### config.mk
export PLATFORM = sky130hd
export DESIGN_NAME = fifo_wr_arbiter
export DESIGN_NICKNAME = d
export VERILOG_FILES = /design/src/rtl/fifo_wr_arbiter.sv
export SDC_FILE = /design/constraint.sdc
export NUM_CORES = 1
export LEC_CHECK = 0
export ABC_AREA = 1
export CAP_MARGIN = 15
export CORE_UTILIZATION = 30
export DETAILED_ROUTE_END_ITERATION = 12
export GPL_TIMING_DRIVEN = 0
export PLACE_DENSITY = 0.67
export REMOVE_ABC_BUFFERS = 1
export SYNTH_ARGS = -nofsm -noshare
export SYNTH_HDL_FRONTEND = slang
export SYNTH_SLANG_ARGS = --single-unit
export TNS_END_PERCENT = 10
### constraint.sdc
create_clock -name CLK -period 3.6 [get_ports CLK]
set_input_delay 0.54 -clock CLK [delete_from_list [all_inputs] [get_ports CLK]]
set_output_delay 0.54 -clock CLK [all_outputs]
set_load 0.02 [all_outputs]
### src/rtl/fifo_wr_arbiter.sv
// Round-robin arbiter granting N_REQ writers ownership of one shared FIFO write port.
// Build with FIFO_ARB_BURST_EN defined for multi-word (MAX_BURST) grants, else single-word grants.
module fifo_wr_arbiter #(
  parameter int BUS_WIDTH = 16,
  parameter int N_REQ     = 4,
  parameter int MAX_BURST = 4,
  localparam int IW       = (N_REQ > 1) ? $clog2(N_REQ) : 1
) (
  input  logic                       CLK,
  input  logic                       rst,
  input  logic [N_REQ-1:0]           req,
  input  logic [N_REQ*BUS_WIDTH-1:0] req_data,
  input  logic                       full,
  output logic [N_REQ-1:0]           grant,
  output logic [N_REQ-1:0]           ack,
  output logic                       wr_en,
  output logic [BUS_WIDTH-1:0]       bus_in,
  output logic [IW-1:0]              owner_id,
  output logic                       busy
);

  if (N_REQ < 2 || N_REQ > 8) begin : g_bad_n_req
    $error("fifo_wr_arbiter: N_REQ must be in 2..8");
  end
  if (MAX_BURST < 1 || MAX_BURST > 15) begin : g_bad_max_burst
    $error("fifo_wr_arbiter: MAX_BURST must be in 1..15");
  end

  typedef enum logic {
    S_IDLE = 1'b0,
    S_OWN  = 1'b1
  } state_t;

  state_t           state_q, state_d;
  logic [N_REQ-1:0] grant_q, grant_d;
  logic [IW-1:0]    owner_q, owner_d;
  logic [IW-1:0]    last_owner_q, last_owner_d;
  logic [3:0]       burst_cnt_q, burst_cnt_d;

  logic             accept;
  logic             burst_last;
  logic             release_own;
  logic [N_REQ-1:0] others;

  // First set bit of r strictly after base, wrapping; base itself is checked last.
  function automatic logic [IW-1:0] rr_pick(input logic [N_REQ-1:0] r,
                                            input logic [IW-1:0]    base);
    logic [IW-1:0] pick;
    logic          found;
    int            idx;
    pick  = '0;
    found = 1'b0;
    for (int k = 1; k <= N_REQ; k++) begin
      idx = (int'(base) + k) % N_REQ;
      if (!found && r[idx]) begin
        pick  = IW'(idx);
        found = 1'b1;
      end
    end
    return pick;
  endfunction

  always_ff @(posedge CLK) begin
    if (rst) begin
      state_q      <= S_IDLE;
      grant_q      <= '0;
      owner_q      <= '0;
      last_owner_q <= IW'(N_REQ - 1);
      burst_cnt_q  <= '0;
    end else begin
      state_q      <= state_d;
      grant_q      <= grant_d;
      owner_q      <= owner_d;
      last_owner_q <= last_owner_d;
      burst_cnt_q  <= burst_cnt_d;
    end
  end

`ifdef FIFO_ARB_BURST_EN
  assign burst_last = ((burst_cnt_q + 4'd1) == 4'(MAX_BURST));
`else
  assign burst_last = 1'b1;
`endif

  assign accept      = (state_q == S_OWN) && req[owner_q] && !full;
  assign release_own = (state_q == S_OWN) && (!req[owner_q] || (accept && burst_last));
  assign others      = req & ~(N_REQ'(1) << owner_q);

  always_comb begin
    state_d      = state_q;
    owner_d      = owner_q;
    last_owner_d = last_owner_q;
    burst_cnt_d  = burst_cnt_q;
    grant_d      = '0;

    case (state_q)
      S_IDLE: begin
        if (|req) begin
          state_d     = S_OWN;
          owner_d     = rr_pick(req, last_owner_q);
          burst_cnt_d = '0;
        end
      end
      S_OWN: begin
        if (accept && burst_cnt_q != 4'hF) begin
          burst_cnt_d = burst_cnt_q + 4'd1;
        end
        if (release_own) begin
          last_owner_d = owner_q;
          if (|others) begin
            owner_d     = rr_pick(others, owner_q);
            burst_cnt_d = '0;
          end else if (req[owner_q]) begin
            burst_cnt_d = '0;
          end else begin
            state_d = S_IDLE;
            owner_d = '0;
          end
        end
      end
      default: begin
        state_d = S_IDLE;
        owner_d = '0;
      end
    endcase

    if (state_d == S_OWN) begin
      grant_d = N_REQ'(1) << owner_d;
    end
  end

  // Write path is purely combinational so reset or full suppress the write in the same cycle.
  always_comb begin
    ack    = grant_q & req & {N_REQ{!full && !rst}};
    wr_en  = |ack;
    bus_in = '0;
    if (state_q == S_OWN) begin
      bus_in = req_data[int'(owner_q)*BUS_WIDTH +: BUS_WIDTH];
    end
  end

  assign grant    = grant_q;
  assign owner_id = owner_q;
  assign busy     = |grant_q;

endmodule

* Word-level counts from Yosys, hierarchy flattened *
Cells that the tools add are included.
Widths: inputs -> output; s select.

word-level totals
  input port bits = 71
  register bits after elaboration = 9
  logic and storage cells = 138

operators by class
  muxes and demuxes = 66
  reduce and logical (&&, ||, !) cells = 34
  bitwise logic cells = 14
  magnitude comparators = 9
  add/subtract/negate cells = 8
  shift-type cells = 3

operators by type and width
  kind                 number
  $shiftx 64x7->16     1
  $mux 1               42
  $lt 3x4->1 const B   8
  $mux 2               12
  $bmux 1 s2           9
  $reduce_or 2->1      9
  $mux 16              1
  $reduce_or 4->1      4
  $and 4x4->4          3
  $logic_and 1x1->1    10
  $logic_not 1->1      9
  $add 2x1->2 const B  4
  $add 2x2->2 const B  4
  $and 1x1->1 const A  8
  $shl 1x2->4 const A  2
  $not 4->4            1
  $pmux 2 s2           1
  $lt 2x3->1 const B   1
  $not 1->1            2
  $pmux 1 s2           1
  $reduce_and 2->1     1
  $logic_or 1x1->1     1

* Longest topological paths before layout *
  depth in word-level cells = 29
  mapped depth = 20

* Least setup slack after synthesis *
No wires, ideal clock.

  kind = reg-to-reg
  from = register owner_q[1] (netlist: owner_id[1])
  to = register grant_q[0] (netlist: grant[0])
  library setup time = 0.116 ns
  stages on the path, launching flop included = 18
  buffers on the path = 2
  arrival time = 2.310 ns
  data required time = 3.484 ns
  slack = 1.174 ns
  clock period less this slack = 2.426 ns
  cells stage by stage = dfxtp_1 > inv_1 > clkbuf_1 > clkbuf_1 > ha_1 > inv_1 > nand3_1 > nand2_1 > nand2_1 > nand2_1 > nor2_1 > nand3_1 > nand2_1 > nand2_1 > a21oi_2 > nor2_1 > nor2_1 > nor2_1

between the ends
  cells in the longest elaborated chain, start to end = 29
  elaborated cells between the ends (all ways) = 61
  those cells by class = 4 x add/sub; 2 x shift; 39 x mux; 3 x bitwise; 13 x reduce/logical

ends and longest elaborated chain
  item                                                                  line  text
  start: declaration                                                    36    logic [IW-1:0] owner_q, owner_d;
  start signal: assignment                                              73    owner_q <= owner_d;
  parallel branches: the longest is 29 deep, another holds $add 2x1->2  --
  end signal: assignment                                                72    grant_q <= grant_d;
  end: declaration                                                      35    logic [N_REQ-1:0] grant_q, grant_d;

Several ways; the timed one is not identified. The select of a mux whose other input is x is not followed.
A chain may end at the register's enable or synchronous reset.

* Worst setup path after layout *
  from = register owner_q[0] (netlist: owner_id[0])
  to = output port bus_in[8]

between the ends
  cells in the longest elaborated chain, start to end = 2

ends and longest elaborated chain
  item              line  text
  $shiftx 64x7->16  138   bus_in = req_data[int'(owner_q)*BUS_WIDTH +: BUS_WIDTH];
  $mux 16           137   if (state_q == S_OWN) begin
  end: declaration  17    output logic [BUS_WIDTH-1:0] bus_in,

Every way passes these cells.

==> results.json <==
{
  "status": "completed",
  "cts_buffer_depth": 2,
  "numClockSinks": 9,
  "antenna_left": 0,
  "leakage_uw": 0.00106,
  "grt_overflow": 0,
  "dpl_cell_area_sq_um": 2480,
  "rows": 25,
  "arrival_ns": 2.54,
  "finalWirelength_mm": 4.92,
  "crit_required_ns": 3.06,
  "hold_path_depth": 2,
  "most-common-layout-cells": "clkdlybuf4s50_1, nor2_1, nand2_1",
  "io_pins": 99,
  "final_area_sq_um": 2530,
  "ff2ff_path_depth": 14,
  "avgRoutedWirePerCell_um": 11.2,
  "cts_root_buffer": "clkbuf_8",
  "place_congestion": 0.863,
  "syn_area_per_cell_sq_um": 5.22,
  "slew-limit-headroom": 0.438,
  "coreArea_sq_um": 4750,
  "syn_inst": 286,
  "yosysWarnings": 0,
  "finish.net_count": 449,
  "worstMarginPinSlew_ns": 0.843,
  "final.period_utilization": 0.856,
  "endpoint_kind": "output port",
  "drive_gt1_frac": 0.0617,
  "path_class": "reg2out",
  "grt_usage": 0.197,
  "syn_area_sq_um": 1490,
  "finalMaxSlewViolations": 0,
  "setup_tns_ns": 0,
  "drt_iter0_drc": 93,
  "rsz0062_at_grt": "false",
  "ys_types": 30,
  "die_w_um": 72.6,
  "final_common_cell": "clkdlybuf4s50_1",
  "worstSetupStartpointType": "flop",
  "dieHeight_um": 72.6,
  "grt_pass1_vias": 1995,
  "initial_core_util": 0.314,
  "critPathSlowestCell": "dfxtp_2",
  "via_per_inst": 4.73,
  "vias": 2080,
  "post_cts_buffers": 0,
  "clk_pin_slew_ns": 0.04,
  "fin_skew_ns": 0.00251,
  "cts_made_buffers": 3,
  "fmax_mhz": 325,
  "max-vdd-ir-drop_mv": 0.260,
  "critPathMaxFanout": 43,
  "hold_path.class": "reg2reg",
  "area_delta_synth_final_pct": 69.1,
  "cts_max_level": 1,
  "drtPass1Iterations": 4,
  "ys_seq_area_frac": 0.121,
  "port_buffers": 98,
  "diodes": 0,
  "die-area_sq_um": 5270,
  "power_density_nw_per_um2": 508,
  "p_total_uw": 1280,
  "grt_pass1_wl_mm": 8.47,
  "cts_tree": "built",
  "ys_ff_latch": 9,
  "drc_errors": 0,
  "drv_cap": 0,
  "regToRegSetupSlack_ns": 0.58,
  "dp_hpwl_mm": 3.64,
  "hold_viol_final": 0,
  "crit_chain": "inv_2 > o21ai_0 > a21oi_1 > clkdlybuf4s50_1",
  "slowest_delay_ns": 0.84,
  "setup_viol": 0,
  "antenna_found_initial": 0,
  "insertion_delay_ns": 0.23,
  "grt_max_degree": 44,
  "min_period_ns": 3.08
}
worst paths after layout:
path	startpoint	to
min	state_q$_SDFF_PP0_	owner_id[1]$_SDFF_PP0_
max	owner_id[0]$_SDFF_PP0_	bus_in[8]
max reg2reg	owner_id[0]$_SDFF_PP0_	grant[0]$_SDFF_PP0_
min reg2reg	state_q$_SDFF_PP0_	owner_id[1]$_SDFF_PP0_
layer usage:
metal	global-route usage	up-vias	wire length, um
met3	0.0458	0	370
met5	0	-	0
met4	0.0196	0	0
met1	0.233	897	2150
met2	0.369	74	2390
li1	-	1109	-
synthesized netlist by cell type (all sizes together):
master,n,area [sq um]
a211oi,1,12.5
a21oi,23,119
buf,6,46.3
clkbuf,9,33.8
dfxtp,9,180
ha,4,50.1
inv,28,105
nand2,47,189
nand3,17,95.1
nand4,5,31.3
nor2,78,295
nor3,5,25.0
nor4,1,6.26
o2111ai,1,8.76
o211ai,3,22.5
o21a,1,7.51
o21ai,43,226
or2,1,6.26
or4,1,7.51
xnor2,1,8.76
xor2,2,17.5
cells by family after synthesis:
family          count (synthesis)  share of synthesized area
simple gates                  155                      0.439
xor+xnor                        3                     0.0176
compound gates                 72                      0.266
fa+ha+maj                       4                     0.0335
flops                           9                      0.121
buf+inv                        43                      0.124
through the flow:
stage	cells	utilization	hold WS (ns)	worst slack [ns]
after global placement	436	0.521	0.531	-0.129
after detailed placement	436	0.522	0.534	0.311
after floorplan	271	-	0.500	0.597
final	440	0.531	0.535	0.519
after global routing	440	0.531	0.589	0.225
after CTS	440	0.531	0.547	0.0814
worst max-delay path, delay by kind of cell (launching register included):
kind,cells,cell delay (ns)
compound gates,2,0.39
buf+inv,2,1.07
flops,1,0.84
registers in the layout, summed over array words and instances (netlist names):
register and cells:
grant 4, last_owner_q 2, owner_id 2, state_q 1
repair_timing:
item                                    CTS  global route
hold buffers                              0             0
endpoints found under the setup margin    0            20
hold endpoints to repair                  0             0
gates resized for setup                   0             1
final cells by class:
| class | count | area, sq um |
|---|---|---|
| fillers | 496 | 2230 |
| multi-input cells | 234 | 1130 |
| repair buffers | 98 | 981 |
| flip-flops and latches | 9 | 183 |
| inverters | 28 | 105 |
| well taps | 67 | 83.8 |
| clock buffers | 4 | 45.0 |
power breakdown:
group	switching [uW]	leakage [uW]	internal [uW]
registers	89.4	0.0000751	127
logic	534	0.000966	414
clock network	40.4	0.0000228	77.2
total	664	0.00106	619
(Power assumes the default switching activity.)
==> patch 1: new RTL, config.mk and constraints unchanged <==
`N_REQ`: 4 -> 8.
--- a/src/rtl/fifo_wr_arbiter.sv
+++ b/src/rtl/fifo_wr_arbiter.sv
@@ -2,7 +2,7 @@
 // Build with FIFO_ARB_BURST_EN defined for multi-word (MAX_BURST) grants, else single-word grants.
 module fifo_wr_arbiter #(
   parameter int BUS_WIDTH = 16,
-  parameter int N_REQ     = 4,
+  parameter int N_REQ     = 8,
   parameter int MAX_BURST = 4,
   localparam int IW       = (N_REQ > 1) ? $clog2(N_REQ) : 1
 ) (
Ports: changed (5 resized); port bits go from 99 to 176. No check against the original RTL was run, so the function may have changed too.
==> patch 1 against the unedited design <==
Cell area grew 110%. Synthesized area up 130%. Wire length increased to 2.8 times the old value. Synthesized cell count rose by 110%. Worst hold slack better by 0.051 ns. Utilization decreased by 4.6 points. Sequential cell count is 6 higher. First-iteration DRC count grew to 3.1 times the old value. Total power grew to 3.0 times the old value. Worst setup slack worse by 0.26 ns. Combinational power increased to 3.5 times the old value. Critical endpoint unchanged. Largest power group unchanged.
==> patch 1: results (changes against the unedited design) <==
* Result of the run: finished clean (unchanged)
- The routability congestion estimate was 0.909 (was 0.863).
- The post-placement setup slack is -0.383 ns (was 0.311 ns).
* Largest net degree at the start of global routing: 77 (was 44)
- The maximum clock frequency is 299 MHz (was 325 MHz).
* Slew @ Worst Pin: 0.911 ns (was 0.843 ns)
- Routed length on met3: 1.03 mm (was 370 um)
- Worst-path cell with the longest stage delay: sky130_fd_sc_hd__clkdlybuf4s50_1 (was sky130_fd_sc_hd__dfxtp_2)
- Reg2reg setup slack: 0.32 ns (was 0.58 ns)
- The cell area reported after detailed placement was 0.00518 mm2 (was 0.00248 mm2).
* Global-route wire length before repair: 22.0 mm (was 8.47 mm)
- The leakage component of the power came to 2.17 nW (was 1.06 nW).
- Met2 layer wire length in the routed design: 6.81 mm (was 2.39 mm)
- The share of layout cells above drive strength 1 came to 8.42% (was 6.17%).
- The number of global-route vias before repair was 4657 (was 1995).
- The maximum fanout encountered on the critical timing path came to 17 (was 43).
- The final net count is 909 (was 449).
* Number of distinct library cells after synthesis: 41 (was 30)
- Synth top cells by count: sky130_fd_sc_hd__nand2_1, sky130_fd_sc_hd__nor2_1, sky130_fd_sc_hd__nand3_1, sky130_fd_sc_hd__o21ai_0, sky130_fd_sc_hd__inv_1 (was sky130_fd_sc_hd__nor2_1, sky130_fd_sc_hd__nand2_1, sky130_fd_sc_hd__o21ai_0, sky130_fd_sc_hd__inv_1, sky130_fd_sc_hd__a21oi_1)
- # port buffers: 175 (was 98)
- Detailed router's first-iteration violation count: 284 (was 93)
* Number of vias after detailed routing: 4813 (was 2080)
- The largest vdd supply drop came to 423 uV (was 260 uV).
- Cell types occupying the most area after synthesis: sky130_fd_sc_hd__nand2_1, sky130_fd_sc_hd__nor2_1, sky130_fd_sc_hd__nand3_1 (was sky130_fd_sc_hd__nor2_1, sky130_fd_sc_hd__dfxtp_1, sky130_fd_sc_hd__o21ai_0).
* Arrival time of the worst setup path: 2.80 ns (was 2.54 ns)
==> patch 1: changes by cell type after synthesis, moves of 14 or more <==
cell and change:
sky130_fd_sc_hd__nand2_1 +89, sky130_fd_sc_hd__nand3_1 +59, sky130_fd_sc_hd__o21ai_0 +31, sky130_fd_sc_hd__o21a_1 +29
sky130_fd_sc_hd__nor2_1 +27, sky130_fd_sc_hd__a41oi_1 +14
==> patch 1: worst register-to-register path: cells and delay by family, from the launching register on <==
family | cells | cell delay (ns)
adder cells (fa/ha/maj) | 1 | 0.44
buffers and inverters | 3 | 0.67
AND/OR/NAND/NOR | 14 | 1.44
flip-flops | 1 | 0.63
==> patch 1: how the worst min path moves through the flow <==
| stage | end | from | slack (ns) | cells after the start |
|---|---|---|---|---|
| 2_1_floorplan | owner_id[2] | state_q | 0.52 | 2 |
| 3_3_place_gp | owner_id[2] | state_q | 0.56 | 2 |
| 3_5_place_dp | owner_id[2] | state_q | 0.57 | 2 |
| 4_1_cts | owner_id[2] | state_q | 0.58 | 2 |
| 5_1_grt | owner_id[2] | state_q | 0.61 | 2 |
| 6_report | owner_id[2] | state_q | 0.59 | 2 |
==> patch 1: cells by family after synthesis <==
family | synth area share (%)
and+or+nand+nor | 50.4
xor gates and xnor gates | 1.70
buffers and inverters | 9.81
DFF | 8.88
adders and majority gates | 3.33
AOI/OAI and AO/OA | 25.9
==> patch 1: repair_timing <==
| action | CTS | global route |
|---|---|---|
| buffers inserted | 2 | 0 |
| endpoints found under the hold margin | 0 | 0 |
| gates resized for setup | 6 | 4 |
| hold buffers | 0 | 0 |
| pin swaps | 1 | 0 |
| setup endpoints to repair | 23 | 8 |
==> patch 1: power by group <==
part	internal, W	switching, W
Clock	0.0000778	0.0000627
Combinational	0.00125	0.00204
Sequential	0.000226	0.000151
==> patch 1: metal layers <==
| layer | up-vias | global-route usage (%) |
|---|---|---|
| met5 | - | 0 |
| met3 | 31 | 4.58 |
| met1 | 2185 | 28.1 |
| li1 | 2368 | - |
| met4 | 0 | 9.30 |
| met2 | 229 | 41.4 |
==> patch 1: cell type report <==
class	instances	area, um2
Inverter	48	193
Sequential cell	15	305
Fill cell	1106	5600
Tap cell	140	175
Clock buffer	3	41.3
Multi-Input combinational cell	515	2760
Clock inverter	1	7.51
Timing Repair Buffer	178	1800
==> patch 1: stage by stage <==
step,cells,power [W],TNS [ns]
floorplan,578,0.00256,-10.07
global placement,893,0.00350,-50.59
detailed placement,894,0.00359,-4.91
CTS,900,0.00378,0
global route,900,0.00417,0
finish,900,0.00381,0
==> patch 2: new RTL, same settings <==
Without the edit above. Make the reset (`rst`) asynchronous in one clocked block.
--- a/src/rtl/fifo_wr_arbiter.sv
+++ b/src/rtl/fifo_wr_arbiter.sv
@@ -60,7 +60,7 @@
     return pick;
   endfunction
 
-  always_ff @(posedge CLK) begin
+  always_ff @(posedge CLK or posedge rst) begin
     if (rst) begin
       state_q      <= S_IDLE;
       grant_q      <= '0;
Formal check against the unedited RTL: differs if rst is asserted again (counterexample within 4 cycles, from zero or initial values and one cycle with rst high); with rst held inactive, the same outputs for 4 cycles.
==> patch 2 against the unedited design <==
Sequential cell count stayed put. Critical endpoint is now bus_in[3]. Cell area is 6.0% higher. Worst setup slack worse by 0.11 ns. Non-clock buffer count is 1 higher. Largest cell class unchanged. Critical path type unchanged. Utilization is 1.0 points lower. Wire length is 7.4% higher. Synthesized area is 7.4% higher. Global-route usage is 0.81 points lower.
Power is not compared: it rests on default switching activity, and its combinational part moved more than twofold at a synthesized area within 25%.
==> patch 2: results (changes against the unedited design) <==
- Result of the run: finished clean (unchanged).
- The global-route usage over all layers is 18.9% (was 19.7%).
* Synth top cells by count: sky130_fd_sc_hd__nor2_1, sky130_fd_sc_hd__nand2_1, sky130_fd_sc_hd__o21ai_0, sky130_fd_sc_hd__inv_1, sky130_fd_sc_hd__nand3_1 (was sky130_fd_sc_hd__nor2_1, sky130_fd_sc_hd__nand2_1, sky130_fd_sc_hd__o21ai_0, sky130_fd_sc_hd__inv_1, sky130_fd_sc_hd__a21oi_1)
- Post-synth top flop: sky130_fd_sc_hd__dfrtp_1 (was sky130_fd_sc_hd__dfxtp_1)
- The critical path arrival was 2.65 ns (was 2.54 ns).
- Post-route worst hold slack: 0.551 ns (was 0.535 ns)
- The share of the synthesized netlist area taken by xor and xnor gates came to 1.09% (was 1.76%).
* Number of vias after detailed routing: 2182 (was 2080)
- The shortest period the worst path allows came to 3.19 ns (was 3.08 ns).
- The largest net degree at the start of global routing was 45 (was 44).
* Average wire per cell in the routed design: 11.5 um (was 11.2 um)
* Worst-path maximum fanout: 44 (was 43)
- Global-route wire length before repair: 8.40 mm (was 8.47 mm)
* Global routing usage on met1: 22.7% (was 23.3%)
- Detailed router's first-iteration violation count: 86 (was 93)
- Routed length on met3: 438 um (was 370 um)
* R2r endpoint: grant[1] (was grant[0])
- The post-placement setup slack was 0.363 ns (was 0.311 ns).
- The arithmetic-cell share of the synthesized area counting full adders, half adders and majority gates came to 3.12% (was 3.35%).
* Post-synthesis compound-gate area fraction: 20.9% (was 26.5%)
- The average cell area after synthesis is 5.33 um2 (was 5.22 um2).
- The number of global-route vias before repair is 1936 (was 1995).
- Cell area after placement: 0.00263 mm2 (was 0.00248 mm2)
- Estimated wirelength of the detail-placed design: 4.01 mm (was 3.64 mm)
- Final net count: 465 (was 449)
- Worst-case headroom to the max-slew limit: 48.9% (was 43.8%)
- Met2 layer wire length in the routed design: 2.56 mm (was 2.39 mm)
## patch 2: cell count changes after synthesis, moves of 3 or more
| cell | unedited run | this run |
|---|---|---|
| sky130_fd_sc_hd__dfxtp_1 | 9 | 0 |
| sky130_fd_sc_hd__nand4_1 | 5 | 8 |
| sky130_fd_sc_hd__nand3_1 | 15 | 22 |
| sky130_fd_sc_hd__clkbuf_1 | 9 | 12 |
| sky130_fd_sc_hd__nor2_1 | 77 | 71 |
| sky130_fd_sc_hd__dfrtp_1 | 0 | 7 |
| sky130_fd_sc_hd__nand2_1 | 42 | 52 |
| sky130_fd_sc_hd__nand2_2 | 5 | 12 |
| sky130_fd_sc_hd__o211ai_1 | 3 | 0 |
## patch 2: cell type report
type / instances / area [um2]
clock buffer: 4 / 45.0
inverter: 29 / 109
sequential: 9 / 229
fill: 569 / 2460
tap: 70 / 87.6
timing repair buffer: 99 / 1010
multi-input combinational: 248 / 1200
